--- src/rtl/alu_shift_pkg.sv ---
// Shared types and constants for the ALU result shifter stage.
//   shift_op_t    : 3-bit operation code for one shift step
//   shift_state_t : IDLE / SHIFT / DONE sequencer states
//   FLAG_C/Z/N    : bit positions of carry, zero and negative in the flag word
//   update_flags  : rewrites C/Z/N in a flag word, keeping every other bit
package alu_shift_pkg;

  typedef enum logic [2:0] {
    OP_PASS = 3'b000,
    OP_SHL  = 3'b001,
    OP_SHR  = 3'b010,
    OP_SAR  = 3'b011,
    OP_RCL  = 3'b100,
    OP_RCR  = 3'b101,
    OP_ROL  = 3'b110,
    OP_ROR  = 3'b111
  } shift_op_t;

  typedef enum logic [1:0] {
    IDLE  = 2'd0,
    SHIFT = 2'd1,
    DONE  = 2'd2
  } shift_state_t;

  localparam int FLAG_C = 0;
  localparam int FLAG_Z = 1;
  localparam int FLAG_N = 2;

  function automatic logic [15:0] update_flags(input logic [15:0] flags,
                                               input logic        c,
                                               input logic        z,
                                               input logic        n);
    logic [15:0] r;
    r         = flags;
    r[FLAG_C] = c;
    r[FLAG_Z] = z;
    r[FLAG_N] = n;
    return r;
  endfunction

endpackage

--- src/rtl/alu_shift_step.sv ---
// Combinational single-bit shift step.
// Configuration macro: ALU_SHIFT_ROTATE_EN enables the rotate ops
// (RCL/RCR/ROL/ROR); without it those codes leave q and co untouched.
// Ports:
//   op      in  shift_op_t : operation to apply
//   q       in  WIDTH      : current register contents
//   co      in  1          : current carry
//   q_next  out WIDTH      : contents after one step
//   co_next out 1          : carry after one step
module alu_shift_step
  import alu_shift_pkg::*;
#(
  parameter int WIDTH = 16
) (
  input  shift_op_t        op,
  input  logic [WIDTH-1:0] q,
  input  logic             co,
  output logic [WIDTH-1:0] q_next,
  output logic             co_next
);

  always_comb begin
    q_next  = q;
    co_next = co;
    case (op)
      OP_SHL: begin
        co_next = q[WIDTH-1];
        q_next  = {q[WIDTH-2:0], 1'b0};
      end
      OP_SHR: begin
        co_next = q[0];
        q_next  = {1'b0, q[WIDTH-1:1]};
      end
      OP_SAR: begin
        co_next = q[0];
        q_next  = {q[WIDTH-1], q[WIDTH-1:1]};
      end
`ifdef ALU_SHIFT_ROTATE_EN
      // Rotate through carry: a WIDTH+1 bit ring made of {co, q}.
      OP_RCL: begin
        co_next = q[WIDTH-1];
        q_next  = {q[WIDTH-2:0], co};
      end
      OP_RCR: begin
        co_next = q[0];
        q_next  = {co, q[WIDTH-1:1]};
      end
      OP_ROL: begin
        co_next = q[WIDTH-1];
        q_next  = {q[WIDTH-2:0], q[WIDTH-1]};
      end
      OP_ROR: begin
        co_next = q[0];
        q_next  = {q[0], q[WIDTH-1:1]};
      end
`endif
      default: begin
        q_next  = q;
        co_next = co;
      end
    endcase
  end

endmodule

--- src/rtl/alu_shift_unit.sv ---
// Result shifter stage behind the 16-bit ALU. Latches the ALU result and
// flag word on LDSR, then on start shifts one bit per clock for amt cycles
// and rewrites C/Z/N from the final result.
// Configuration macro: ALU_SHIFT_ROTATE_EN (rotate ops; see alu_shift_step).
// Handshake: start is sampled only in IDLE; busy is high while shifting;
// done pulses for exactly one cycle when the result and flags are final.
// start/LDSR/op/amt are ignored while busy or done; nothing is queued.
// Ports:
//   clk, rst  : clock, synchronous active-high reset
//   F         : ALU result bus          flag_in  : ALU flag word
//   LDSR      : load strobe (wins over start)
//   start/op/amt : operation request
//   Q, CO     : shift register and carry
//   flag_out  : latched flags with C/Z/N updated
//   busy/done : status; state : sequencer state for observation
module alu_shift_unit
  import alu_shift_pkg::*;
#(
  parameter int WIDTH = 16,
  parameter int CNT_W = 4
) (
  input  logic             clk,
  input  logic             rst,
  input  logic [WIDTH-1:0] F,
  input  logic [15:0]      flag_in,
  input  logic             LDSR,
  input  logic             start,
  input  logic [2:0]       op,
  input  logic [CNT_W-1:0] amt,
  output logic [WIDTH-1:0] Q,
  output logic             CO,
  output logic [15:0]      flag_out,
  output logic             busy,
  output logic             done,
  output shift_state_t     state
);

  shift_state_t     state_next;
  shift_op_t        op_r;
  logic [CNT_W-1:0] cnt;
  logic [WIDTH-1:0] step_q;
  logic             step_co;

  alu_shift_step #(.WIDTH(WIDTH)) u_step (
    .op      (op_r),
    .q       (Q),
    .co      (CO),
    .q_next  (step_q),
    .co_next (step_co)
  );

  always_ff @(posedge clk) begin
    if (rst) state <= IDLE;
    else     state <= state_next;
  end

  always_comb begin
    state_next = state;
    case (state)
      IDLE: begin
        if (!LDSR && start) state_next = (amt != '0) ? SHIFT : DONE;
      end
      SHIFT: begin
        // The last step and the move to DONE share one edge.
        if (cnt == CNT_W'(1)) state_next = DONE;
      end
      DONE:    state_next = IDLE;
      default: state_next = IDLE;
    endcase
  end

  always_ff @(posedge clk) begin
    if (rst) begin
      Q        <= '0;
      CO       <= 1'b0;
      flag_out <= '0;
      cnt      <= '0;
      op_r     <= OP_PASS;
    end else begin
      case (state)
        IDLE: begin
          if (LDSR) begin
            Q        <= F;
            flag_out <= flag_in;
            CO       <= flag_in[FLAG_C];
          end else if (start) begin
            if (amt != '0) begin
              op_r <= shift_op_t'(op);
              cnt  <= amt;
            end else begin
              // Zero-length operation: Q/CO stay, flags still recomputed.
              flag_out <= update_flags(flag_out, CO, Q == '0, Q[WIDTH-1]);
            end
          end
        end
        SHIFT: begin
          Q   <= step_q;
          CO  <= step_co;
          cnt <= cnt - CNT_W'(1);
          if (cnt == CNT_W'(1))
            flag_out <= update_flags(flag_out, step_co, step_q == '0,
                                     step_q[WIDTH-1]);
        end
        default: begin
        end
      endcase
    end
  end

  assign busy = (state == SHIFT);
  assign done = (state == DONE);

endmodule
--- config.mk ---
export PLATFORM = sky130hd
export DESIGN_NAME = alu_shift_unit
export DESIGN_NICKNAME = d
export VERILOG_FILES = /design/src/rtl/alu_shift_pkg.sv /design/src/rtl/alu_shift_step.sv /design/src/rtl/alu_shift_unit.sv
export SDC_FILE = /design/constraint.sdc
export NUM_CORES = 1
export LEC_CHECK = 0
export ABC_AREA = 1
export BUFFER_PORTS_ARGS = -buffer_cell sky130_fd_sc_hd__buf_2
export CORE_MARGIN = 4
export CORE_UTILIZATION = 30
export DETAILED_ROUTE_END_ITERATION = 7
export PLACE_DENSITY = 0.61
export SLEW_MARGIN = 10
export SYNTH_ARGS = -nofsm -noshare
export SYNTH_HDL_FRONTEND = slang
export SYNTH_SLANG_ARGS = --single-unit
--- constraint.sdc ---
create_clock -name clk -period 1.8 [get_ports clk]
set_input_delay 0 -clock clk [delete_from_list [all_inputs] [get_ports clk]]
set_output_delay 0 -clock clk [all_outputs]
set_load 0.05 [all_outputs]
**Word-level counts from Yosys, hierarchy flattened**

Index checks and enable logic that the tools add are counted.

- Bits in registers: 42
- Logic and storage cells: 57
- Output and inout port bits: 37

- Add/sub/neg operators: 1
- Bitwise logic cells: 2
- Mux-type cells: 19
- Equality and inequality tests: 14
- Reductions and logical operators: 14

Operators by type and width:

| operator | count |
|---|---|
| 16-bit one-hot mux with 2 select lines | 2 |
| 16-bit one-hot mux with 3 select lines | 1 |
| 16-bit zero test | 2 |
| 16-bit two-way mux | 2 |
| 4-bit two-way mux | 3 |
| 4-bit AND reduction | 3 |
| 2-bit inequality test (second input constant) | 5 |
| 3-bit two-way mux | 3 |
| 4-bit one-hot mux with 2 select lines | 1 |
| 3-bit by 2-bit equality test with 1-bit output (second input constant) | 2 |
| 2-bit two-way mux | 3 |
| 3-bit inequality test (second input constant) | 2 |
| 4-bit by 1-bit equality test with 1-bit output (second input constant) | 1 |
| 1-bit one-hot mux with 2 select lines | 2 |
| 2-bit one-hot mux with 2 select lines | 1 |
| 2-bit AND reduction | 2 |
| 4-bit nonzero test | 1 |
| 4-bit by 1-bit subtractor with 4-bit output (second input constant) | 1 |
| 3-bit by 1-bit equality test with 1-bit output (second input constant) | 1 |
| 3-bit AND reduction | 1 |
| 2-bit by 1-bit equality test with 1-bit output (second input constant) | 1 |
| 2-bit equality test (second input constant) | 1 |
| 2-bit zero test | 1 |
| 2-bit by 1-bit inequality test with 1-bit output (second input constant) | 1 |
| 6 further kinds | 7 |

**Longest topological paths before layout**

- Word-level depth: 5
- Depth in mapped cells: 11
- Mapped depth without buffers: 10

**Hierarchy**

A second synthesis with hierarchy kept.

- Cells, all modules: 368
- Area, all modules: 2392.3 um^2

Modules (own cells, without submodules):

| module | instances | area each (um^2) | cells each |
|---|---|---|---|
| alu_shift_unit | 1 | 1968.1 | 289 |
| alu_shift_step | 1 | 424.2 | 79 |

**Least setup slack after synthesis**

OpenSTA, ideal clock, no wires.

- Kind: register to register
- From: register state[0]
- To: register cnt[3]
- Arrival time: 1.899 ns
- Setup slack: -0.174 ns
- Setup time: 0.075 ns
- Required time: 1.725 ns
- Stages on the path, launching flop included: 6
- Cell sequence: dfxtp_1 inv_1 nor2_4 buf_1 nand2_1 a31oi_1

- Longest elaborated chain between the ends: 3
- Elaborated cells between the ends (all ways): 8
- Those cells by class: eq/ne (4); mux (1); reduce/logical (3)

Ends and longest elaborated chain:

| element | line | source |
|---|---|---|
| from (decl) | alu_shift_unit.sv:35 | `output shift_state_t state` |
| from (signal assigned) | alu_shift_unit.sv:54 | `else state <= state_next;` |
| 2-bit by 1-bit equality test with 1-bit output * | - |  |
| named net busy | alu_shift_unit.sv:33 | `output logic busy,` |
| 2-bit nonzero test (no source line) | - |  |
| 4-bit AND reduction (no source line) | - |  |
| to (signal assigned) | alu_shift_unit.sv:89 | `cnt <= amt;` |
| to (signal assigned) | alu_shift_unit.sv:99 | `cnt <= cnt - CNT_W'(1);` |
| to (decl) | alu_shift_unit.sv:40 | `logic [CNT_W-1:0] cnt;` |

Mark *: on every way through the listed nets, which the timed path passes. The rest lies on a longest branch.
A chain may end at the register's enable or synchronous reset.

**Worst setup path after layout**

- From: register state[0]
- To: register flag_out[1]

- Longest elaborated chain between the ends: 3
- Elaborated cells between the ends (all ways): 8
- Those cells by class: eq/ne (4); mux (1); reduce/logical (3)

Ends and longest elaborated chain:

| element | line | source |
|---|---|---|
| 2-bit by 1-bit equality test with 1-bit output / 2-bit zero test (equally long branches) | alu_shift_unit.sv:80 | `case (state)` |
| 2-bit by 1-bit inequality test with 1-bit output (no source line) (tied with other cells) | - |  |
| 4-bit AND reduction (no source line) | - |  |
| to (signal assigned) | alu_shift_unit.sv:84 | `flag_out <= flag_in;` |
| to (signal assigned) | alu_shift_unit.sv:92 | `flag_out <= update_flags(flag_out, CO, Q == '0, Q[WIDTH-1]);` |
| to (signal assigned) | alu_shift_unit.sv:101 | `flag_out <= update_flags(flag_out, step_co, step_q == '0,` |
| to (decl) | alu_shift_unit.sv:32 | `output logic [15:0] flag_out,` |

Parallel ways exist; a longest one is shown, timed or not. The select of a mux whose other input is x is not followed.

==> flow_summary.toml <==
[outcome]
outcome = "finished clean"

[routing]
wl_met2_um = 3413
route.detailed.drc = 0
ant_nets = 0
wl_um = 7451
vias = 2639
via_per_inst = 4.781
wl_met3_um = 650
dr.pass1.iters = 4
wire_per_inst_um = 13.50
drt_iter0_drc = 164
route.layer.met1.wl_um = 3335
top_layer_used = "met4"

[clocking]
root_buffer = "clkbuf_8"
cts_buffers = 5
htreeDepth = 2
clk-insertion-delay-late_ns = 0.30
clock_sinks = 42
cts_tree = "done"
cts_buffer_depth = 2
path_clk_slew_ns = 0.08

[final_layout]
final_cell_mix = "nand2_1, buf_2, nor2_1"
layout_commonest_cell = "nand2_1"
final_cells = 552
diodes = 0
area_growth_pct = 36.08
multi_input_area_sq_um = 1304
drive_gt1_share_pct = 26.27
seq_area_sq_um = 840.8
post-route-util_pct = 42.68
n_fill_cell = 780
num-nets-final = 497

[global_route]
gr-total-overflow = 0
grt_pass1_wl_um = 12650
grt_max_degree = 22
grt_usage_pct = 17.22
grt_pass1_vias = 2690
antenna_found_initial = 0

[place]
gp_congestion = 0.8435
port_buffers = 79
place_inst = 518
place_hpwl_um = 5372

[timing]
hold_viol_final = 0
worstMarginPinSlew_ns = 0.5682
fin_setup_tns_ns = 0
rsz0062_at_grt = "no"
setup_viol = 0
final_max_slew_viol_count = 0
hold_ws_ns = 0.01059
fin_crit_sh_pct = 89.27
clock_skew_ns = 0.004581
maxSlewHeadroom_pct = 62.08
max_freq_ghz = 0.6223
post-route-min-period_ns = 1.607

[pwr]
cellLeakagePower_nw = 1.493
irDropWorstVdd_uv = 440.9
power.density_nw_per_um2 = 873.3

[flow_run]
cap_violations = 0

[synthesis]
synth_edf_count = 0
syn_area_sq_um = 2323
synth_seq_cells = 42
ys_seq_area_share_pct = 36.19
ys.warnings.count = 0
yosysUniqueCellTypes = 33
synthArstFlopShare_pct = 0
avgSynthCellArea_sq_um = 6.658
synthFlopType = "dfxtp_1"
synthesis.nets = 394
syn_inst = 349

[die]
io_pins = 80
core-area_sq_um = 7408
die-area_sq_um = 9217
initial_core_util_pct = 31.36
fp.dieW_um = 96.01
rows = 31
die-height_um = 96.01

[min_path]
min_path_type = "primary input to register"

[setup_path]
worstSetupPathType = "register to register"
end_kind = "register"
cp-start-kind = "register"
crit_required_ns = 2.04
critPathMaxFanout = 19
cp.arrival_ns = 1.85
-- per-stage QoR --
stage / instance area, sq um / power, W / worst slack, ns
after floorplan: 2325 / 0.001767 / 0.1492
after global placement: 2789 / 0.001993 / 0.1134
after detailed placement: 2789 / 0.002002 / 0.1402
after CTS: 3159 / 0.002770 / 0.1215
after global routing: 3162 / 0.002920 / 0.02021
final: 3162 / 0.002761 / 0.1932
-- report_power, final --
part	leakage [nW]	switching (W)	internal, W	total, W
Sequential	0.347	0.0000966	0.00102	0.00111
Clock	0.0575	0.000346	0.000388	0.000733
Combinational	1.09	0.000632	0.000282	0.000914
-- critical path: stages (launching register included) --
cell and delay [ns]:
dfxtp_1 0.42, inv_1 0.12, nor2_4 0.16, buf_4 0.28
nand3_2 0.13, nor2_1 0.11, nand2_1 0.06, nor2_1 0.08
nand2_1 0.07, a21oi_2 0.11
-- per-layer routing --
layer | global-route usage [%] | vias up
met5 | 0 | -
met1 | 22.47 | 1197
met4 | 4.028 | 0
met3 | 5.238 | 7
met2 | 27.77 | 95
li1 | - | 1340
-- registers in the layout (all words and copies together) (netlist names) --
register / flops
flag_out: 16
cnt: 4
CO: 1
op_r: 3
state: 2
Q: 16
-- cells in the mapped netlist (3+ instances only) --
library cell   n  area (sq um)
nand2_2        8         50.05
clkbuf_1       3         11.26
nand3_2        6         60.06
buf_2          5         25.02
a21oi_1       16         80.08
dfxtp_1       42         840.8
inv_1         23         86.33
nand3_1       14         70.07
a31oi_1        8         50.05
nand2_1       97         364.1
nor3_1         5         25.02
o21ai_0       29         145.1
nor2_1        65         244.0
-- path summary, 6_finish.rpt --
path | from | end | slack, ns | cells after the start
hold reg to reg | flag_out[12] | flag_out[12] | 0.51 | 2
hold / removal | amt[3] | cnt[3] | 0.01 | 3
setup reg to reg | state[0] | flag_out[1] | 0.19 | 9
setup / recovery | state[0] | flag_out[1] | 0.19 | 9
-- kinds of logic (layout without fill, tap and decap cells) --
kind of cell             count (synthesis)  count (layout)  synth area share, %
AND/OR/NAND/NOR                        201             201                37.26
buffers and inverters                   38             142                7.916
XOR/XNOR                                 1               1               0.3770
adder cells (fa/ha/maj)                  2               2                1.077
AO/OA/AOI/OAI                           65              65                17.18
flip-flops                              42              42                36.19
-- cell type report --
cell class              instances  area share (%)
flip-flops and latches         42           26.59
well taps                      99           3.918
repair buffers                110           21.92
clock buffers                   8           3.482
inverters                      24           2.849
multi-input cells             269           41.23
-- timing repair --
action                                  CTS  global route
gates resized for setup                   0             1
buffers inserted                          0             0
endpoints found under the setup margin    0             1
hold buffers                             26             0
endpoints found under the hold margin    26             0
Power figures use the tool's default switching activity.
